## config.mk

```make
export PLATFORM = sky130hd
export DESIGN_NAME = seg_dync_capture
export DESIGN_NICKNAME = d
export VERILOG_FILES = /design/src/rtl/seg_dync_capture.sv
export SDC_FILE = /design/constraint.sdc
export NUM_CORES = 1
export LEC_CHECK = 0
export CORE_MARGIN = 4
export CORE_UTILIZATION = 40
export CTS_CLUSTER_SIZE = 40
export DETAILED_ROUTE_END_ITERATION = 6
export SETUP_SLACK_MARGIN = 0.02
export SLEW_MARGIN = 5
export SYNTH_ARGS = -nofsm -noshare
export SYNTH_HDL_FRONTEND = slang
export SYNTH_SLANG_ARGS = --single-unit
```

## constraint.sdc

```tcl
create_clock -name clk -period 3.05 [get_ports clk]
set_input_delay 0.4575 -clock clk [delete_from_list [all_inputs] [get_ports clk]]
set_output_delay 0.4575 -clock clk [all_outputs]
set_load 0.05 [all_outputs]
```

## src/rtl/seg_dync_capture.sv

```systemverilog
// Receiver for a scanned 6-digit active-low 7-segment bus: debounces each digit dwell,
// decodes segments back to BCD and reassembles complete frames into num.
module seg_dync_capture #(
    parameter logic [15:0] SETTLE  = 16'd1_000,
    parameter logic [23:0] TIMEOUT = 24'd1_000_000
) (
    input  logic        clk,
    input  logic        rst_n,
    input  logic [5:0]  sel,
    input  logic [7:0]  seg,
    output logic [23:0] num,
    output logic        num_vld,
    output logic        bad_seg,
    output logic        lost
);
    typedef enum logic [1:0] {SYNC, COLLECT, EMIT} state_t;

    state_t      state_reg, state_next;
    logic [5:0]  sel_q, sel_d;
    logic [7:0]  seg_q, seg_d;
    logic [15:0] stab_cnt;
    logic [23:0] tmo_cnt;
    logic [5:0]  done_reg, done_next;
    logic [23:0] frame_reg;
    logic [5:0]  inv_sel, dig_bit;
    logic [2:0]  idx;
    logic [3:0]  nib;
    logic        nib_bad, onehot, same, cap, tmo_hit, wr, emit;

    always_ff @(posedge clk or negedge rst_n) begin
        if (!rst_n) begin
            sel_q <= 6'h3F;
            seg_q <= 8'hFF;
            sel_d <= 6'h3F;
            seg_d <= 8'hFF;
        end else begin
            sel_q <= sel;
            seg_q <= seg;
            sel_d <= sel_q;
            seg_d <= seg_q;
        end
    end

    assign same    = ({sel_q, seg_q} == {sel_d, seg_d});
    assign inv_sel = ~sel_q;
    assign onehot  = (inv_sel != 6'd0) && ((inv_sel & (inv_sel - 6'd1)) == 6'd0);
    // Fires once per dwell: the counter passes SETTLE-1 only once before saturating.
    assign cap     = same && (stab_cnt == SETTLE - 16'd1) && onehot;

    always_ff @(posedge clk or negedge rst_n) begin
        if (!rst_n) begin
            stab_cnt <= 16'd0;
        end else if (!same) begin
            stab_cnt <= 16'd0;
        end else if (stab_cnt != SETTLE) begin
            stab_cnt <= stab_cnt + 16'd1;
        end
    end

    always_comb begin
        idx = 3'd0;
        for (int i = 0; i < 6; i++) begin
            if (!sel_q[i]) idx = 3'(i);
        end
    end
    assign dig_bit = 6'd1 << idx;

    always_comb begin
        nib_bad = 1'b0;
        case (seg_q[6:0])
            7'h40:   nib = 4'd0;
            7'h79:   nib = 4'd1;
            7'h24:   nib = 4'd2;
            7'h30:   nib = 4'd3;
            7'h19:   nib = 4'd4;
            7'h12:   nib = 4'd5;
            7'h02:   nib = 4'd6;
            7'h78:   nib = 4'd7;
            7'h00:   nib = 4'd8;
            7'h10:   nib = 4'd9;
            default: begin
                nib     = 4'hF;
                nib_bad = 1'b1;
            end
        endcase
    end

    assign emit    = (state_reg == EMIT);
    assign tmo_hit = (tmo_cnt == TIMEOUT - 24'd1);

    always_comb begin
        state_next = state_reg;
        done_next  = done_reg;
        wr         = 1'b0;
        case (state_reg)
            SYNC: begin
                if (cap && idx == 3'd0) begin
                    wr         = 1'b1;
                    done_next  = 6'b000001;
                    state_next = COLLECT;
                end
            end
            COLLECT: begin
                if (cap) begin
                    wr        = 1'b1;
                    done_next = done_reg | dig_bit;
                    if (done_next == 6'h3F) state_next = EMIT;
                end
            end
            default: begin
                // A capture landing on the emit cycle starts the next frame.
                state_next = COLLECT;
                done_next  = 6'd0;
                if (cap) begin
                    wr        = 1'b1;
                    done_next = dig_bit;
                end
            end
        endcase
        if (tmo_hit && !emit) begin
            state_next = SYNC;
            done_next  = 6'd0;
        end
    end

    always_ff @(posedge clk or negedge rst_n) begin
        if (!rst_n) begin
            state_reg <= SYNC;
            done_reg  <= 6'd0;
            tmo_cnt   <= 24'd0;
            num       <= 24'h0;
            num_vld   <= 1'b0;
            bad_seg   <= 1'b0;
            lost      <= 1'b0;
        end else begin
            state_reg <= state_next;
            done_reg  <= done_next;
            num_vld   <= emit;
            if (emit) num <= frame_reg;
            if (cap && nib_bad) bad_seg <= 1'b1;
            if (emit) begin
                tmo_cnt <= 24'd0;
                lost    <= 1'b0;
            end else begin
                if (tmo_cnt != TIMEOUT) tmo_cnt <= tmo_cnt + 24'd1;
                if (tmo_hit) lost <= 1'b1;
            end
        end
    end

    genvar gi;
    generate
        for (gi = 0; gi < 6; gi++) begin : g_slot
            always_ff @(posedge clk or negedge rst_n) begin
                if (!rst_n) begin
                    frame_reg[gi*4 +: 4] <= 4'h0;
                end else if (wr && idx == gi) begin
                    frame_reg[gi*4 +: 4] <= nib;
                end
            end
        end
    endgenerate
endmodule

```

# --- Word level (Yosys, flattened, before mapping) ---
# Cells that the tools add are included.
word_totals:
  ff_bits: 127
  in_bits: 16
  out_inout_bits: 27
  elab_cells: 100
classes:
  add_sub_neg: 3
  eq_ne: 26
  shifts: 1
  n_mux: 26
  bitwise_logic: 3
  n_reduce_logical: 23
ops:
  columns: ["op", "count"]
  rows:
  - ["24-bit two-way mux", 2]
  - ["4-bit case mux with 10 select lines", 1]
  - ["16-bit two-way mux", 2]
  - ["24-bit by 1-bit adder with 24-bit output (second input constant)", 1]
  - ["24-bit by 20-bit equality test with 1-bit output (second input constant)", 1]
  - ["6-bit two-way mux", 4]
  - ["24-bit by 20-bit inequality test with 1-bit output (second input constant)", 1]
  - ["7-bit by 5-bit equality test with 1-bit output (second input constant)", 3]
  - ["7-bit equality test (second input constant)", 3]
  - ["16-bit by 1-bit adder with 16-bit output (second input constant)", 1]
  - ["16-bit by 10-bit equality test with 1-bit output (second input constant)", 1]
  - ["16-bit by 10-bit inequality test with 1-bit output (second input constant)", 1]
  - ["14-bit equality test", 1]
  - ["7-bit by 6-bit equality test with 1-bit output (second input constant)", 2]
  - ["1-bit logical AND", 12]
  - ["2-bit two-way mux", 6]
  - ["6-bit case mux with 2 select lines", 1]
  - ["10-bit OR reduction", 1]
  - ["3-bit inequality test (second input constant)", 3]
  - ["7-bit by 2-bit equality test with 1-bit output (second input constant)", 1]
  - ["7-bit zero test", 1]
  - ["1-bit two-way mux", 7]
  - ["6-bit AND", 1]
  - ["3-bit by 2-bit equality test with 1-bit output (second input constant)", 2]
  - ["other kinds (20)", 23]

# --- Logic depth before layout (Yosys ltp) ---
# Gate-level depths: netlist of the first run.
depth:
  word_depth: 12
  ltp_mapped: 8
  mapped_depth_nobuf: 7

# --- Least setup slack after synthesis of the first run ---
# No wires, ideal clock.
synth_timing:
  kind: "register -> register"
  start: "register seg_q[5]"
  end: "register frame_reg[4]"
  setup_time_ns: 0.125
  arrival_time_ns: 2.324
  slack_ns: 0.602
  stages_incl_launch_ff: 9
  path_buffers: 2
  period_less_slack_ns: 2.448
  path_cell_list: "dfstp_2 clkbuf_1 xor2_1 nor4_1 nand4_1 or2_1 buf_6 nor4_4 mux2_2"
synth_between:
  elab_chain_len: 7
  word_cells_on_any_way: 19
synth_rtl:
  columns: ["item", "line_no", "rtl"]
  rows:
  - ["start: declaration", "20", "logic [7:0] seg_q, seg_d;"]
  - ["start signal: assignment", "38", "seg_q <= seg;"]
  - ["14-bit equality test", "44", "assign same = ({sel_q, seg_q} == {sel_d, seg_d});"]
  - ["1-bit logical AND (2 in a row)", "48", "assign cap = same && (stab_cnt == SETTLE - 16'd1) && onehot;"]
  - ["1-bit logical AND", "97", "if (cap && idx == 3'd0) begin"]
  - ["1-bit two-way mux", "97", null]
  - ["1-bit two-way mux", null, null]
  - ["1-bit logical AND", "157", "end else if (wr && idx == gi) begin"]
  - ["end signal: indexed assignment", "158", "frame_reg[gi*4 +: 4] <= nib;"]
  - ["end: declaration", "24", "logic [23:0] frame_reg;"]
# Parallel ways exist; a longest one is shown, timed or not.
# A chain may end at the register's enable or synchronous reset.

# --- Worst setup path in the final report of the first run ---
layout_timing:
  start: "register sel_q[5]"
  end: "register frame_reg[19]"
layout_between:
  elab_chain_len: 10
  word_cells_on_any_way: 17
layout_rtl:
  columns: ["item", "line_no", "rtl"]
  rows:
  - ["start: declaration", "19", "logic [5:0] sel_q, sel_d;"]
  - ["start signal: assignment", "37", "sel_q <= sel;"]
  - ["6-bit NOT", "45", "assign inv_sel = ~sel_q;"]
  - ["6-bit by 1-bit subtractor with 6-bit output", "46", "assign onehot = (inv_sel != 6'd0) && ((inv_sel & (inv_sel - 6'd1)) == 6'd0);"]
  - ["6-bit AND", "46", null]
  - ["6-bit zero test", "46", null]
  - ["1-bit logical AND", "46", null]
  - ["1-bit logical AND", "48", null]
  - ["1-bit logical AND", "97", null]
  - ["1-bit two-way mux", "97", null]
  - ["1-bit two-way mux", null, null]
  - ["1-bit logical AND *", "157", null]
# Every way passes the cells marked *; elsewhere a longest branch is shown, timed or not.

==> out/qor.txt, run 1 <==
PortBufs -> 42
Hold buffers post-CTS -> 0
Htree depth -> 4
DP Area -> 6380 sq um
Fill cell count -> 1241
Initial Util -> 0.412
Clock sinks -> 127
CTS tree -> yes
RD Place Congestion -> 0.835
Non-Filler Instances -> 742
# setup viols final -> 0
Iter 0 DRT Violations -> 195
Slew Limit Fails -> 0
Clk pwr share -> 0.505
Max Fanout on Critical Path -> 12
Horiz. Die Dim -> 128 microns
GRT Resource Usage Total -> 0.153
Ant diodes -> 0
Crit Path Class -> reg -> reg
Storage element area -> 3210 sq um
NetSw -> 0.842 mW
Final worst path period need -> 2760 ps
Final Skew -> 10.1 ps
Power Total -> 3.75 mW
Final setup TNS -> 0 ps
Pin count of the biggest net entering global routing -> 63
Core Area -> 14000 sq um
I/O pin cnt -> 43
Rel. slew slack -> 0.394
Vias per Instance -> 5.26
DR DRC count -> 0
Power share of the combinational group -> 0.028
Crit. End Element -> flop
Max Cap Viol -> 0
CTS root buf -> clkbuf_16
CP max stage delay -> 650 ps
FP Rows -> 43
Int Pwr -> 2.90 mW
Remaining antenna violation count -> 0
CP Data Required Time -> 3350 ps
Die Y -> 128 microns
CTS Buf Count -> 17
Worst Path Arrival -> 3060 ps
Cts repair resizes -> 0
Clock Tree Buf Depth -> 2
Fmax -> 0.362 GHz
Detailed placement HPWL -> 8.00 mm
Share of layout cells above drive strength 1 -> 0.230
RSZ-0062 raised after global routing -> false
Critical path startpoint -> sel_q[5]
Commonest non-fill, non-tap cell in the layout -> dfrtp_1
Worst-path clk slew -> 60 ps
First-pass GRT wire length -> 20.1 mm
Worst slew pin tran -> 904 ps
Slack of the critical path -> 289 ps
Synthesized net count -> 522
Setup bufs post-CTS -> 0
Gr ovfl total -> 0
Design Area, Final -> 6940 sq um
Flop pwr share -> 0.467
Slowest CP cell -> dfstp_2
Multi-input combinational cell area -> 2390 sq um
WL/cell -> 15.4 microns
DRT Wirelength -> 11.5 mm
Post-synth ARST share -> 1.00
Post-Place Setup Slack -> 312 ps
Cells after synthesis -> 502
Synthesized area -> 5760 sq um
Area grow syn2layout -> 20.5%
Sw frac -> 0.225
Outcome -> finished clean
Yosys reg bits -> 127
R2R Path Start -> sel_q[5]
Vias in the first global route -> 4194
Tcrit/Tclk final -> 0.905
Distinct cell type count after synthesis -> 55
Max VDD drop -> 0.000383 V
Static leakage -> 3.04 nW
Commonest cells after routing, fill and taps aside -> dfrtp_1, nor2_1, mux2_2
Hold WC Path Type -> in -> async
Final-report hold violation count -> 0
Cells after DPL -> 710
Via count -> 3902
Setup crit start kind -> flop
Main synth FF type -> dfrtp_1
Min Hold Slack -> 9.16 ps
CP Cell Sequence -> and4b_1 -> a32o_1 -> o211ai_1 -> or2_1 -> buf_4 -> nor3_4 -> mux2_2
DRT Pass-1 Iters -> 4
Worst skew pair latency -> 420 ps
Post-synth EDFFs -> 0
Yosys warning count -> 0
Post-synthesis average cell area -> 11.5 sq um
Initial antenna violation count -> 0
Buffers & Inverters on Critical Path -> 1
Post-synthesis sequential area ratio -> 0.558
Layout Utilization -> 0.496
PD cells -> 540 nW/um^2
Total die area -> 16400 sq um
Total Nets Final -> 569
Crit-path leading delay family -> simple AND/OR/NAND/NOR gates
## Yosys cell counts, types with 3 or more instances
cell | count | area [sq um]
dfrtp_1 | 99 | 2480
nor2_1 | 54 | 203
mux2_2 | 49 | 552
xor2_1 | 32 | 280
dfstp_2 | 28 | 736
nand2_1 | 24 | 90.1
a21oi_1 | 19 | 95.1
nand3_1 | 18 | 90.1
inv_1 | 15 | 56.3
o21ai_0 | 15 | 75.1
clkbuf_1 | 13 | 48.8
xnor2_1 | 13 | 114
and3_1 | 11 | 68.8
nand4_1 | 10 | 62.6
nor3_1 | 10 | 50.1
nor4_1 | 10 | 62.6
or3_1 | 8 | 50.1
o211ai_1 | 7 | 52.6
a31oi_1 | 4 | 25.0
and4_1 | 4 | 35.0
buf_2 | 4 | 20.0
ha_1 | 4 | 50.1
buf_4 | 3 | 22.5
nor2b_1 | 3 | 18.8
nor3_4 | 3 | 48.8
nor4b_1 | 3 | 26.3
## layout make-up
class / count / share of cell area
inverter: 15 / 0.00812
tap: 180 / 0.0325
clock buffer: 21 / 0.0696
multi-input combinational: 337 / 0.344
timing repair buffer: 51 / 0.0718
clock inverter: 11 / 0.0110
sequential: 127 / 0.463
## power groups by stage
stage               clock [mW]  sequential (mW)  combinational, mW
floorplan                    0             1.76             0.0593
global placement             0             1.78              0.107
detailed placement           0             1.78              0.108
CTS                       1.94             1.75              0.108
global route              2.02             1.75              0.120
finish                    1.89             1.75              0.104
## routing by layer
layer  part of all wire  GRT usage  wire, microns  vias up
met4              0.015     0.0562            177        0
met5                  0          0              0        -
li1                   -          -              -     1874
met2               0.48      0.242           5510       73
met3              0.042     0.0483            476       21
met1               0.46      0.196           5290     1934
## worst reg2reg max path, delay by kind of cell, from the launching register on
kind	cells	cell delay [ps]
AOI/OAI and AO/OA	2	430
buffers and inverters	1	200
DFF	1	650
muxes	1	380
and+or+nand+nor	3	990
## logic make-up after synthesis
logic type / share of synthesized area
multiplexers: 0.0993
buffers and inverters: 0.0289
adder cells (fa/ha/maj): 0.00869
AO/OA/AOI/OAI: 0.0671
AND/OR/NAND/NOR: 0.169
XOR/XNOR: 0.0684
flip-flops: 0.558
## path summary, 6_finish.rpt
kind	end	depth (start not counted)	slack, ps
max	frame_reg[19]	7	290
min	tmo_cnt[5]	1	9
max reg2reg	frame_reg[19]	7	290
min reg2reg	seg_d[7]	0	370
max in group asynchronous	state_reg[0]	2	2240
min in group clk	seg_d[7]	0	370
Note: power is estimated with default switching activity, not from simulation.
==> run 2, diff against run 1 <==
- PLACE_DENSITY: unset -> 0.62
==> run 2 against run 1 <==
  * Worst setup slack improved by 74 ps
  * Clock power rose by 4%
  * Largest power group unchanged
  * Via count fell by 1.2%
  * Cell count down 0.27%
==> out/qor.txt, run 2 (synthesis gave the netlist of run 1 again) <==
# setup viols final -> 0 (unchanged)
Remaining antenna violation count -> 0 (unchanged)
Post-Place Setup Slack -> 358 ps (+46.0 ps)
Worst slew pin tran -> 948 ps (+44.1 ps)
Detailed placement HPWL -> 7.81 mm (-2.4%)
CTS root buf -> clkbuf_16
First-pass GRT wire length -> 19.5 mm (-2.6%)
Max Fanout on Critical Path -> 12 (unchanged)
Setup crit start kind -> flop
Final worst path period need -> 2690 ps (-74.1 ps)
Final setup TNS -> 0 ps (unchanged)
Ant diodes -> 0 (unchanged)
Commonest non-fill, non-tap cell in the layout -> dfrtp_1
Worst skew pair latency -> 420 ps (about the same)
Final-report hold violation count -> 0 (unchanged)
DRT Wirelength -> 11.4 mm (-0.17%)
Vias in the first global route -> 3969 (-5.4%)
CTS Buf Count -> 17 (unchanged)
Crit Path Class -> reg -> reg
Die Y -> 128 microns (unchanged)
RSZ-0062 raised after global routing -> false
Cts repair resizes -> 0 (unchanged)
Total Nets Final -> 567 (-0.35%)
Core Area -> 14000 sq um (unchanged)
Min Hold Slack -> 87.3 ps (+78.2 ps)
R2R Path Start -> sel_q[5]
Max VDD drop -> 0.000410 V (+7.1%)
Share of layout cells above drive strength 1 -> 0.227 (-0.00275)
Reg2reg path depth -> 7 (unchanged)
Htree depth -> 4 (unchanged)
Slew Limit Fails -> 0 (unchanged)
GRT Resource Usage Total -> 0.150 (-0.00289)
Critical path startpoint -> sel_q[5]
Clock Tree Buf Depth -> 2 (unchanged)
Iter 0 DRT Violations -> 189 (-3.1%)
CP Data Required Time -> 3350 ps (about the same)
Rel. slew slack -> 0.364 (-0.0296)
Max Cap Viol -> 0 (unchanged)
Area grow syn2layout -> 20.6% (about the same)
Hold buffers post-CTS -> 0 (unchanged)
Crit. End Element -> flop
PD cells -> 551 nW/um^2 (+2.1%)
Total die area -> 16400 sq um (unchanged)
WL/cell -> 15.5 microns (about the same)
Tcrit/Tclk final -> 0.881 (-0.0243)
DR DRC count -> 0 (unchanged)
RD Place Congestion -> 0.862 (+3.3%)
CTS tree -> yes
Commonest cells after routing, fill and taps aside -> dfrtp_1, nor2_1, mux2_2
Vias per Instance -> 5.21 (-0.96%)
Via count -> 3854 (-1.2%)
I/O pin cnt -> 43 (unchanged)
Power Total -> 3.83 mW (+2.2%)
PortBufs -> 42 (unchanged)
Worst Path Arrival -> 2990 ps (-70 ps)
Static leakage -> 3.04 nW (about the same)
Pin count of the biggest net entering global routing -> 58 (-7.9%)
Slack of the critical path -> 363 ps (+74.1 ps)
Gr ovfl total -> 0 (unchanged)
Setup bufs post-CTS -> 0 (unchanged)
Outcome -> finished clean
Initial Util -> 0.412 (unchanged)
Horiz. Die Dim -> 128 microns (unchanged)
Worst-path clk slew -> 60 ps (about the same)
Final Skew -> 20.4 ps (+10.3 ps)
Clock sinks -> 127 (unchanged)
Hold WC Path Type -> in -> async
DRT Pass-1 Iters -> 4 (unchanged)
Initial antenna violation count -> 0 (unchanged)
Fmax -> 0.372 GHz (+2.8%)
FP Rows -> 43 (unchanged)
## run 2: cell type report
| cell class | instances | area, sq um |
|---|---|---|
| Fill cell | 1239 | 7050 |
| Sequential cell | 127 | 3210 |
| Multi-Input combinational cell | 337 | 2390 |
| Clock buffer | 23 | 522 |
| Timing Repair Buffer | 49 | 470 |
| Tap cell | 180 | 225 |
| Clock inverter | 9 | 68.8 |
| Inverter | 15 | 56.3 |
## run 2: path summary, 6_finish.rpt
path / endpoint / slack (ps)
max: frame_reg[4] / 360
min: frame_reg[13] / 90
max reg2reg: frame_reg[4] / 360
min reg2reg: seg_d[7] / 370
max in group asynchronous: seg_d[5] / 2090
min in group clk: seg_d[7] / 370
## run 2: metrics by stage
stage	area, sq um	instances	utilization
after floorplan	5760	502	-
after global placement	6350	708	0.454
after detailed placement	6350	708	0.454
after CTS	6940	740	0.496
after global routing	6940	740	0.496
final	6940	740	0.496
## run 2: worst max-delay path, stage by stage (launching register included)
cell	delay, ps
dfstp_2	660
and4b_1	310
a32o_1	220
o211ai_1	200
or2_1	280
buf_4	180
nor4_4	340
mux2_2	380
## run 2: metal layers
layer | track usage | wire length, microns
met1 | 0.196 | 5350
met2 | 0.231 | 5530
met3 | 0.0558 | 481
met4 | 0.0493 | 65
met5 | 0 | 0
## run 2: report_power, final
group / total (mW) / internal, mW / switching [mW] / leakage [nW]
combinational: 0.103 / 0.0408 / 0.0621 / 1.08
sequential: 1.75 / 1.72 / 0.0296 / 1.66
clock: 1.97 / 1.22 / 0.759 / 0.294
total: 3.83 / 2.98 / 0.850 / 3.04
==> run 3, diff against run 2 <==
- CORE_UTILIZATION: 40 -> 35
- PLACE_DENSITY: 0.62 -> 0.56
==> run 3 against run 2 <==
  * Critical path type unchanged
  * First-iteration DRC count shrank 2.1%
  * Sequential power about the same
  * Clock skew shrank 8.6 ps
  * Clock power barely moved
  * Critical endpoint is now frame_reg[6]
  * Cell count rose by 4.7%
  * Count of clock-buffer cells in the layout shrank 3
==> out/qor.txt, run 3 (synthesis gave the netlist of run 1 again) <==
Hold WC Path Type -> in -> async
Setup bufs post-CTS -> 0 (unchanged)
Tcrit/Tclk final -> 0.927 (+0.0458)
CTS root buf -> clkbuf_16
Total Nets Final -> 566 (-0.18%)
PortBufs -> 42 (unchanged)
Commonest non-fill, non-tap cell in the layout -> dfrtp_1
Clock Tree Buf Depth -> 2 (unchanged)
Final Skew -> 11.8 ps (-8.58 ps)
Storage element area -> 3210 sq um (unchanged)
Die Y -> 136 microns (+6.5%)
DRT Wirelength -> 11.7 mm (+2.6%)
Final-report hold violation count -> 0 (unchanged)
Rel. slew slack -> 0.383 (+0.0183)
Slowest CP cell -> dfstp_2
Htree depth -> 4 (unchanged)
Worst slew pin tran -> 921 ps (-27.4 ps)
Vias per Instance -> 5.02 (-3.7%)
CP Cell Sequence -> and4b_1 -> a32o_1 -> o211ai_1 -> or2_1 -> nor4_4 -> mux2_2
FP Rows -> 46 (+7.0%)
Pin count of the biggest net entering global routing -> 55 (-5.2%)
Critical path startpoint -> sel_q[5]
Detailed placement HPWL -> 7.82 mm (+0.13%)
Worst-path clk slew -> 60 ps (about the same)
CTS Buf Count -> 17 (unchanged)
Max Fanout on Critical Path -> 12 (unchanged)
RD Place Congestion -> 0.834 (-3.3%)
Cts repair resizes -> 0 (unchanged)
Max Cap Viol -> 0 (unchanged)
Worst reg-to-reg setup slack -> 220 ps (-140 ps)
Crit. End Element -> flop
Reg2reg path depth -> 6 (-1)
Worst Path Arrival -> 3130 ps (+140 ps)
Commonest cells after routing, fill and taps aside -> dfrtp_1, nor2_1, mux2_2
I/O pin cnt -> 43 (unchanged)
Hold buffers post-CTS -> 0 (unchanged)
Clock sinks -> 127 (unchanged)
Static leakage -> 3.03 nW (-0.29%)
CP max stage delay -> 670 ps (about the same)
Initial Util -> 0.360 (-0.0518)
Horiz. Die Dim -> 136 microns (+6.5%)
CTS tree -> yes
Slew Limit Fails -> 0 (unchanged)
Ant diodes -> 0 (unchanged)
Setup crit start kind -> flop
PD cells -> 546 nW/um^2 (-1.1%)
Power Total -> 3.80 mW (-0.73%)
RSZ-0062 raised after global routing -> false
Core Area -> 16000 sq um (+14%)
Total die area -> 18600 sq um (+13%)
Area grow syn2layout -> 21.0%
Crit Path Class -> reg -> reg
Worst skew pair latency -> 420 ps (about the same)
Fmax -> 0.354 GHz (-4.9%)
Final worst path period need -> 2830 ps (+140 ps)
First-pass GRT wire length -> 20.0 mm (+2.5%)
Outcome -> finished clean
Share of layout cells above drive strength 1 -> 0.225 (-0.00138)
GRT Resource Usage Total -> 0.138 (-0.0116)
DRT Pass-1 Iters -> 5 (+1)
Final setup TNS -> 0 ps (unchanged)
CP Data Required Time -> 3360 ps (about the same)
# setup viols final -> 0 (unchanged)
Multi-input combinational cell area -> 2390 sq um (unchanged)
R2R Path Start -> sel_q[5]
Max VDD drop -> 0.000496 V (+21%)
Vias in the first global route -> 3908 (-1.5%)
Remaining antenna violation count -> 0 (unchanged)
WL/cell -> 15.1 microns (-2.0%)
FF-to-FF End -> frame_reg[6]
Fill cell count -> 1513 (+22%)
Via count -> 3888 (+0.88%)
DR DRC count -> 0 (unchanged)
Iter 0 DRT Violations -> 185 (-2.1%)
Initial antenna violation count -> 0 (unchanged)
Gr ovfl total -> 0 (unchanged)
-- run 3: routing by layer --
metal | part of all wire | global-route usage
met5 | 0 | 0
met4 | 0.019 | 0.0633
met3 | 0.037 | 0.0396
met2 | 0.47 | 0.209
met1 | 0.47 | 0.184
-- run 3: final cells by class --
class / count / share of cell area
clock buffers: 20 / 0.0657
well taps: 216 / 0.0388
multi-input cells: 337 / 0.343
repair buffers: 48 / 0.0683
flip-flops and latches: 127 / 0.461
clock inverters: 12 / 0.0153
inverters: 15 / 0.00808
-- run 3: how the worst max path moves through the flow --
stage,end,slack [ps]
final,frame_reg[6],220
after global routing,frame_reg[6],50
after CTS,frame_reg[6],220
after detailed placement,frame_reg[6],240
after global placement,frame_reg[6],360
after floorplan,frame_reg[4],600
-- run 3: report_power, final --
| part | switching [mW] | internal (mW) |
|---|---|---|
| clock | 0.772 | 1.17 |
| sequential | 0.0300 | 1.72 |
| combinational | 0.0636 | 0.0423 |
-- run 3: stage by stage --
step / area (sq um) / worst slack, ps / instances / util / hold slack (ps)
floorplan: 5760 / 602 / 502 / - / 162
CTS: 6970 / 217 / 775 / 0.435 / 46.7
global route: 6970 / 54.4 / 775 / 0.435 / 84.5
global placement: 6400 / 363 / 743 / 0.400 / 363
detailed placement: 6400 / 240 / 743 / 0.400 / 364
finish: 6970 / 223 / 775 / 0.435 / 41.2
-- run 3: critical path, delay by kind of cell, from the launching register on --
kind / cells / cell delay [ps]
AO/OA/AOI/OAI: 2 / 410
flip-flops: 1 / 670
AND/OR/NAND/NOR: 3 / 1240
multiplexers: 1 / 390
